==> src/rtl/alarm_ctrl.sv <==
// Alarm controller: BCD alarm register, match edge detect and arm/ring/snooze FSM.
// Optional macro ALARM_BLINK_EN makes alarm_ring toggle once per second while ringing.
module alarm_ctrl #(
  parameter int SNOOZE_MIN = 5,
  parameter int RING_SEC   = 60
) (
  input  logic        alarm_clk,
  input  logic        alarm_rst_n,
  input  logic [15:0] alarm_time_in,
  input  logic        alarm_sec_tick,
  input  logic        alarm_set_en,
  input  logic [1:0]  alarm_set_sel,
  input  logic [3:0]  alarm_set_val,
  input  logic        alarm_set_wr,
  input  logic        alarm_arm,
  input  logic        alarm_snooze,
  input  logic        alarm_stop,
  output logic        alarm_ring,
  output logic [15:0] alarm_time_out,
  output logic [1:0]  alarm_state
);

  typedef enum logic [1:0] {
    ST_IDLE    = 2'd0,
    ST_ARMED   = 2'd1,
    ST_RINGING = 2'd2,
    ST_SNOOZE  = 2'd3
  } state_t;

  localparam logic [10:0] SNOOZE_ADD = 11'(SNOOZE_MIN);
  localparam logic [8:0]  RING_LIM   = 9'(RING_SEC);

  state_t      r_state;
  logic        r_ring;
  logic [15:0] r_time;
  logic [15:0] r_snooze;
  logic [7:0]  r_cnt;
  logic        r_match_a_q;
  logic        r_match_s_q;

  logic        w_match_a;
  logic        w_match_s;
  logic        w_trig_a;
  logic        w_trig_s;
  logic        w_wr_ok;
  logic [15:0] w_time_wr;
  logic        w_ring_last;
  logic [10:0] w_min_now;
  logic [10:0] w_min_sum;
  logic [10:0] w_min_wrap;
  logic [4:0]  w_hr;
  logic [5:0]  w_mn;
  logic [15:0] w_snz_bcd;

  assign w_match_a   = (alarm_time_in == r_time);
  assign w_match_s   = (alarm_time_in == r_snooze);
  assign w_trig_a    = w_match_a & ~r_match_a_q;
  assign w_trig_s    = w_match_s & ~r_match_s_q;
  assign w_ring_last = (({1'b0, r_cnt} + 9'd1) == RING_LIM);

  // Digit write validation; the 2x hour limit depends on the other hour digit.
  always_comb begin
    w_wr_ok   = 1'b0;
    w_time_wr = r_time;
    case (alarm_set_sel)
      2'd0: begin
        w_wr_ok         = (alarm_set_val <= 4'd9);
        w_time_wr[3:0]  = alarm_set_val;
      end
      2'd1: begin
        w_wr_ok         = (alarm_set_val <= 4'd5);
        w_time_wr[7:4]  = alarm_set_val;
      end
      2'd2: begin
        w_wr_ok         = (alarm_set_val <= 4'd9) &&
                          !((r_time[15:12] == 4'd2) && (alarm_set_val > 4'd3));
        w_time_wr[11:8] = alarm_set_val;
      end
      default: begin
        w_wr_ok          = (alarm_set_val <= 4'd2) &&
                           !((alarm_set_val == 4'd2) && (r_time[11:8] > 4'd3));
        w_time_wr[15:12] = alarm_set_val;
      end
    endcase
    w_wr_ok = w_wr_ok && alarm_set_en && alarm_set_wr;
  end

  // Snooze target: current time in minutes plus SNOOZE_MIN, wrapped at 24:00.
  always_comb begin
    w_min_now  = 11'(alarm_time_in[15:12]) * 11'd600 + 11'(alarm_time_in[11:8]) * 11'd60 +
                 11'(alarm_time_in[7:4]) * 11'd10 + 11'(alarm_time_in[3:0]);
    w_min_sum  = w_min_now + SNOOZE_ADD;
    w_min_wrap = (w_min_sum >= 11'd1440) ? (w_min_sum - 11'd1440) : w_min_sum;
    w_hr       = 5'(w_min_wrap / 11'd60);
    w_mn       = 6'(w_min_wrap % 11'd60);
    w_snz_bcd  = {4'(w_hr / 5'd10), 4'(w_hr % 5'd10), 4'(w_mn / 6'd10), 4'(w_mn % 6'd10)};
  end

  always_ff @(posedge alarm_clk or negedge alarm_rst_n) begin
    if (!alarm_rst_n) begin
      r_state     <= ST_IDLE;
      r_ring      <= 1'b0;
      r_time      <= 16'h0000;
      r_snooze    <= 16'h0000;
      r_cnt       <= 8'd0;
      r_match_a_q <= 1'b0;
      r_match_s_q <= 1'b0;
    end else begin
      r_match_a_q <= w_match_a;
      r_match_s_q <= w_match_s;
      if (w_wr_ok)
        r_time <= w_time_wr;

      if (r_state == ST_IDLE) begin
        if (alarm_arm && !alarm_set_en)
          r_state <= ST_ARMED;
      end else if (alarm_set_en || !alarm_arm) begin
        r_state <= ST_IDLE;
        r_ring  <= 1'b0;
      end else begin
        case (r_state)
          ST_ARMED: begin
            if (w_trig_a) begin
              r_state <= ST_RINGING;
              r_ring  <= 1'b1;
              r_cnt   <= 8'd0;
            end
          end
          ST_RINGING: begin
            if (alarm_stop) begin
              r_state <= ST_ARMED;
              r_ring  <= 1'b0;
            end else if (alarm_snooze) begin
              r_state  <= ST_SNOOZE;
              r_ring   <= 1'b0;
              r_snooze <= w_snz_bcd;
            end else if (alarm_sec_tick) begin
              if (w_ring_last) begin
                r_state <= ST_ARMED;
                r_ring  <= 1'b0;
              end else begin
                r_cnt <= r_cnt + 8'd1;
`ifdef ALARM_BLINK_EN
                r_ring <= ~r_ring;
`endif
              end
            end
          end
          default: begin
            if (alarm_stop) begin
              r_state <= ST_ARMED;
            end else if (w_trig_s) begin
              r_state <= ST_RINGING;
              r_ring  <= 1'b1;
              r_cnt   <= 8'd0;
            end
          end
        endcase
      end
    end
  end

  assign alarm_ring     = r_ring;
  assign alarm_time_out = r_time;
  assign alarm_state    = r_state;

endmodule

==> config.mk <==
export PLATFORM = sky130hd
export DESIGN_NAME = alarm_ctrl
export DESIGN_NICKNAME = d
export VERILOG_FILES = /design/src/rtl/alarm_ctrl.sv
export SDC_FILE = /design/constraint.sdc
export NUM_CORES = 1
export LEC_CHECK = 0
export BUFFER_PORTS_ARGS = -buffer_cell sky130_fd_sc_hd__buf_2
export CAP_MARGIN = 15
export CORE_UTILIZATION = 30
export DETAILED_ROUTE_END_ITERATION = 7
export SYNTH_ARGS = -nofsm -noshare
export SYNTH_HDL_FRONTEND = slang
export SYNTH_SLANG_ARGS = --single-unit
==> constraint.sdc <==
create_clock -name alarm_clk -period 3.1 [get_ports alarm_clk]
set_input_delay 0.465 -clock alarm_clk [delete_from_list [all_inputs] [get_ports alarm_clk]]
set_output_delay 0.465 -clock alarm_clk [all_outputs]
set_load 0.01 [all_outputs]
# After elaboration in Yosys (flattened, before gate mapping)
# Index checks and enable logic that the tools add are counted.
# word_totals
output_inout_bits	19
register_bits	45
input_bits	30
elab_cells	119
# classes
reduce_logical	26
n_eq_ne	23
add_sub_neg	7
n_mul	3
order_cmp	6
n_bitwise	8
n_div	6
muxes	30
# op_table
op	count
$mux W8	7
$eq A16 B16 Y1	2
$mux W2	10
$pmux W8 S2	1
$ne A6 B6 Y1 const B	2
$add A11 B10 Y11	1
$add A11 B3 Y11 const B	1
$add A11 B4 Y11	1
$add A11 B8 Y11	1
$div A11 B6 Y11 const B	1
$ge A11 B11 Y1 const B	1
$mod A11 B6 Y11 const B	1
$mux W11	1
$sub A11 B11 Y11 const B	1
$ne A2 B2 Y1 const B	5
$ne A5 B5 Y1 const B	2
$reduce_and A5 Y1	2
$add A8 B1 Y9 const B	1
$eq A9 B6 Y1 const B	1
$reduce_and A9 Y1	1
$add A8 B1 Y8 const B	1
$eq A4 B2 Y1 const B	2
$gt A4 B2 Y1 const B	2
$mul A4 B4 Y8 const B	1
31 further kinds	60

# Depth between registers and ports, before layout
# depth
depth_word	9
mapped_depth	37
mapped_depth_nobuf	36

# Worst setup path before layout
# OpenSTA, ideal clock, no wires.
# synth_timing
kind	in2reg
startpoint	input alarm_time_in[8]
endpoint	register r_snooze[3]
setup_ns	0.124
stages	35
setup_slack_ns	-5.472
required_time_ns	2.976
arrival_time_ns	8.448
n_path_buf	1
path_cell_list	fa_1 -> fa_1 -> inv_1 -> fa_1 -> inv_1 -> fa_1 -> ha_1 -> ha_1 -> buf_2 -> or2_1 -> a21o_1 -> and2_1 -> inv_2 -> ha_1 -> inv_1 -> or4b_1 -> a2111oi_4 -> nor2_2 -> a211o_1 -> a221oi_2 -> a21boi_2 -> nor3_1 -> o221a_1 -> o21ba_2 -> mux2_2 -> a221o_1 -> o31ai_2 -> nor2_1 -> nor2_1 -> o22a_1 -> ha_1 -> nor3_1 -> o21ai_0 -> o21ai_0 -> o31a_1
# synth_via
elab_chain_len	9
word_cells_on_any_way	10
cone_classes	add/sub (5); mul (1); div (2); order compare (1); mux (1)
# synth_rtl
item	line	source
start, declared	9	input logic [15:0] alarm_time_in,
$mul A4 B4 Y8 (*)	90	w_min_now = 11'(alarm_time_in[15:12]) * 11'd600 + 11'(alarm_time_in[11:8]) * 11'd60 +
$add A11 B10 Y11 (*)	90	
$add A11 B8 Y11 (*)	90	
$add A11 B4 Y11 (*)	91	11'(alarm_time_in[7:4]) * 11'd10 + 11'(alarm_time_in[3:0]);
$add A11 B3 Y11 (*)	92	w_min_sum = w_min_now + SNOOZE_ADD;
$sub A11 B11 Y11 / $ge A11 B11 Y1 (equally long branches)	93	w_min_wrap = (w_min_sum >= 11'd1440) ? (w_min_sum - 11'd1440) : w_min_sum;
$mux W11 (*)	93	
$mod A11 B6 Y11 (*)	95	w_mn = 6'(w_min_wrap % 11'd60);
$mod A6 B4 Y6 (*)	96	w_snz_bcd = {4'(w_hr / 5'd10), 4'(w_hr % 5'd10), 4'(w_mn / 6'd10), 4'(w_mn % 6'd10)};
end signal, assigned	136	r_snooze <= w_snz_bcd;
end, declared	36	logic [15:0] r_snooze;
# Mark *: on every way between the ends. The rest lies on a longest branch, timed or not.
# A chain may end at the register's enable or synchronous reset.

# Worst setup path after layout
# Ends and elaborated chain as after synthesis.

==> impl_summary.txt <==
----------------------------------------------------
[Synth]
  Synthesized-area fraction occupied by xor and xnor cells ... about a tenth
  Syn Inst Count ... ~650
  Combinational family with the most area after synthesis ... compound AO/OA/AOI/OAI gates
  Unique masters post-synth ... 90
  Multiplexer fraction of the synthesized cell area ... roughly 5.1%
  Post-Synthesis Cell Area ... roughly 5500 um2
  Synthesized-area fraction occupied by ao, oa, aoi and oai cells ... approximately a quarter
  Synth Warn # ... 0
  Post-synth EDFFs ... 0
  Fraction of the yosys area taken by sequential cells ... between 10% and 20%
  Post-synthesis share of cell area spent on full adders, half adders and majority gates ... between 10% and 20%
  Simple-gate share of the synthesized area ... 18.8%
  Syn Nets ... 751
  Synthesized area per cell ... about 8.6 um2
  Async set or reset register ratio after synthesis ... 100%
  Total of flip-flops plus latches after synthesis ... 42
  Most common flop cell mapped by yosys ... sky130_fd_sc_hd__dfrtp_1

[Finish]
  Cell area after layout ... around 8500 um2
  Area grow syn2layout ... 53.8%
  Layout cell share with drive strength beyond 1 ... a little under half
  Post-layout nets ... between 1000 and 1500
  Cell Count, Final, Fillers Out ... between 1000 and 1500
  Final antenna diode count ... 0

[Detailed routing]
  Number of routed nets with antenna violations ... 0
  Post-Route WL ... 16200 um
  Detailed-routing iteration count for the pre-antenna-repair pass ... 5
  Via Count ... approximately 5700
  Average detailed-routed wire length per instance ... ~14 um
  Number of remaining DRC errors ... 0
  Count of routing violations after the opening detailed-route iteration ... 326
  Met3 routed wirelength ... between 400 and 500 um
  Met1 layer wirelength in the final routing ... approximately 7300 um
  Wire length on met2 ... 8180 um
  Uppermost layer routed ... met4
  Average via count per standard cell ... between 5 and 6

[STA]
  Slew Viols, Final ... 0
  Slew at the pin closest to its max-slew limit ... 953 ps
  Setup repair after global routing missed its margin ... true
  Tmin final ... slightly above 8000 ps
  Peak clock frequency supported by timing ... ~120 MHz
  Post-route clock skew ... between 5 and 6 ps
  Endpoints failing setup ... 12
  Hold Vio Cnt, Final ... 0
  Final worst-path cycle share ... 264%
  Final setup margin ... -5100 ps
  Normalized max-slew margin ... a little over a third

[Worst setup path]
  Largest fanout on the critical path ... 7
  Number of cells on the critical path ... 36
  Critical R2R Capture ... r_cnt[4]
  Crit path top cell by count ... sky130_fd_sc_hd__ha_4
  Category of the most critical setup path ... in2reg
  Data arrival time of the critical path ... between 8000 and 9000 ps
  R2R depth ... 11
  Capturing element type of the critical path ... register
  Crit path from ... alarm_time_in[8]
  Critical Path End ... r_snooze[3]
  Nature of the critical path startpoint ... primary input
  Worst endpoint required time ... between 3000 and 4000 ps
  CP delay by family, top ... adder cells
  Startpoint of the lowest-slack register-to-register path ... r_snooze[5]
  Maximum cell stage delay along the critical path ... about 540 ps
  Slowest-stage cell, CP ... sky130_fd_sc_hd__fa_1
  Internal reg-to-reg setup slack ... 690 ps
  Buf+Inv Stages, Crit Path ... 6

[CTS]
  Root cell of the clock tree ... sky130_fd_sc_hd__clkbuf_16
  Clk Latency, worst-skew pair ... between 200 and 300 ps
  Number of hold buffers added after CTS ... 0
  Maximum buffer depth of the clock tree ... 2
  Clock tree from TritonCTS ... yes
  Clock buffer count from CTS ... 5
  Clock transition at the registers of the reported paths ... 60 ps
  Clk sinks ... between 40 and 50
  Htree depth ... 2

[Status]
  Outcome ... finished, violations left
  Violations in the final reports ... negative setup slack

[Place]
  Number of placed cells counting well taps ... about 1100
  Placer's final routability congestion estimate ... 0.869
  Port buffer count ... between 40 and 50
  Area after DPL ... around 7600 um2
  Hpwl dp ... around 12000 um
  Worst slack, placed ... -5670 ps

[Floorplan]
  Overall die width ... roughly 140 um
  I/O pin count ... 49
  Count of standard-cell rows ... between 40 and 50
  Initial core utilization ... a little under a third
  Area inside the core boundary ... around 18000 um2
  Height of the chip ... 138 um
  Floorplan die area ... ~19000 um2

[Flow run]
  Maximum Capacitance Violations ... 0

[GRT]
  Combined global-route utilization of all metal layers ... between 15 and 20%
  Vias in the first global route ... ~5400
  Largest net degree at the start of global routing ... 43
  Total gr overflow ... 0
  Wire length of the first global-routing pass ... between 20000 and 30000 um
  Initial antenna violation count ... 0

[Worst hold path]
  Path category of the worst min-delay check ... in2async

----------------------------------------------------
==> worst min-delay path by stage <==
| stage | endpoint | slack (ps) | cells past startpoint |
|---|---|---|---|
| 2_1_floorplan | alarm_ring | 170 | 0 |
| 3_3_place_gp | r_snooze[0] | 480 | 2 |
| 3_5_place_dp | r_snooze[0] | 490 | 2 |
| 4_1_cts | alarm_state[1] | 370 | 1 |
| 5_1_grt | alarm_state[1] | 410 | 1 |
| 6_report | r_cnt[2] | 320 | 1 |
==> kinds of logic after synthesis <==
family,Yosys count
flip-flops,42
AO/OA/AOI/OAI,176
AND/OR/NAND/NOR,206
XOR/XNOR,57
multiplexers,26
buffers and inverters,66
adder cells (fa/ha/maj),74
==> layout make-up <==
cell class / instances / area [um2]
Clock buffer: 6 / 139
Multi-Input combinational cell: 539 / 4900
Sequential cell: 42 / 1050
Inverter: 53 / 204
Timing Repair Buffer: 257 / 1900
Tap cell: 229 / 287
Fill cell: 1689 / 9520
Clock inverter: 1 / 30.0
==> stage by stage <==
step	hold WS (ps)	util [%]	setup TNS (ps)
2_1_floorplan	169	-	-53240
3_3_place_gp	483	42.0	-59450
3_5_place_dp	492	42.0	-60300
4_1_cts	367	44.8	-53640
5_1_grt	408	47.2	-57170
6_report	317	47.2	-53640
==> synthesized netlist by cell type (5+ instances only) <==
| library cell | n | area [um2] |
|---|---|---|
| sky130_fd_sc_hd__nand2b_1 | 9 | 56.3 |
| sky130_fd_sc_hd__mux2i_1 | 9 | 90.1 |
| sky130_fd_sc_hd__nand3_1 | 14 | 70.1 |
| sky130_fd_sc_hd__mux2_2 | 17 | 191 |
| sky130_fd_sc_hd__and2_1 | 8 | 50.1 |
| sky130_fd_sc_hd__inv_1 | 50 | 188 |
| sky130_fd_sc_hd__xnor2_1 | 45 | 394 |
| sky130_fd_sc_hd__dfrtp_1 | 42 | 1050 |
| sky130_fd_sc_hd__nor2b_1 | 7 | 43.8 |
| sky130_fd_sc_hd__nor2_1 | 45 | 169 |
| sky130_fd_sc_hd__xor2_1 | 8 | 70.1 |
| sky130_fd_sc_hd__nor4_1 | 7 | 43.8 |
| sky130_fd_sc_hd__o21ai_0 | 33 | 165 |
| sky130_fd_sc_hd__buf_2 | 6 | 30.0 |
| sky130_fd_sc_hd__a211o_1 | 6 | 52.6 |
| sky130_fd_sc_hd__a21o_1 | 6 | 45.0 |
| sky130_fd_sc_hd__ha_1 | 59 | 738 |
| sky130_fd_sc_hd__a211oi_1 | 10 | 75.1 |
| sky130_fd_sc_hd__fa_1 | 15 | 300 |
| sky130_fd_sc_hd__or3_1 | 5 | 31.3 |
| sky130_fd_sc_hd__nand2_1 | 52 | 195 |
| sky130_fd_sc_hd__o21ai_1 | 12 | 60.1 |
| sky130_fd_sc_hd__nor3_1 | 25 | 125 |
| sky130_fd_sc_hd__nand4_1 | 9 | 56.3 |
| sky130_fd_sc_hd__a21oi_1 | 35 | 175 |
==> flip-flops by register name, summed over array words and instances (netlist names) <==
| name | flops |
|---|---|
| alarm_time_out | 16 |
| r_match_s_q | 1 |
| alarm_state | 2 |
| alarm_ring | 1 |
| r_snooze | 13 |
| r_match_a_q | 1 |
| r_cnt | 8 |
==> placed cells by master (no fill, tap or decap), types with 8 or more instances in the layout <==
cell | synthesis | layout
sky130_fd_sc_hd__inv_1 | 50 | 47
sky130_fd_sc_hd__xnor2_2 | 3 | 12
sky130_fd_sc_hd__buf_4 | 0 | 193
sky130_fd_sc_hd__nand2_1 | 52 | 50
sky130_fd_sc_hd__nor3_1 | 25 | 21
sky130_fd_sc_hd__buf_6 | 2 | 14
sky130_fd_sc_hd__a211oi_2 | 3 | 8
sky130_fd_sc_hd__nand4_1 | 9 | 9
sky130_fd_sc_hd__o21ai_1 | 12 | 12
sky130_fd_sc_hd__mux2_2 | 17 | 17
sky130_fd_sc_hd__fa_1 | 15 | 13
sky130_fd_sc_hd__dfrtp_1 | 42 | 42
sky130_fd_sc_hd__ha_4 | 0 | 13
sky130_fd_sc_hd__nand3_1 | 14 | 13
sky130_fd_sc_hd__a21oi_1 | 35 | 28
sky130_fd_sc_hd__o21ai_0 | 33 | 26
sky130_fd_sc_hd__o21ai_2 | 1 | 8
sky130_fd_sc_hd__nand2b_1 | 9 | 9
sky130_fd_sc_hd__xnor2_1 | 45 | 34
sky130_fd_sc_hd__mux2i_1 | 9 | 9
sky130_fd_sc_hd__buf_2 | 6 | 46
sky130_fd_sc_hd__nor2_2 | 3 | 9
sky130_fd_sc_hd__ha_1 | 59 | 45
sky130_fd_sc_hd__nor2_1 | 45 | 36
==> metal layers <==
metal	global-route usage [%]	vias up
met5	0	-
met4	3.80	0
met1	21.3	2758
li1	-	2845
met3	1.14	22
met2	29.6	118
==> timing repair <==
action / CTS / global route
gates resized for setup: 48 / 51
buffers inserted: 7 / 21
endpoints found under the setup margin: 12 / 12
pin swaps: 43 / 44
Power is left out: the tool's default activity adds up to more than one toggle a clock period on the data nets, which glitch-free logic cannot reach.
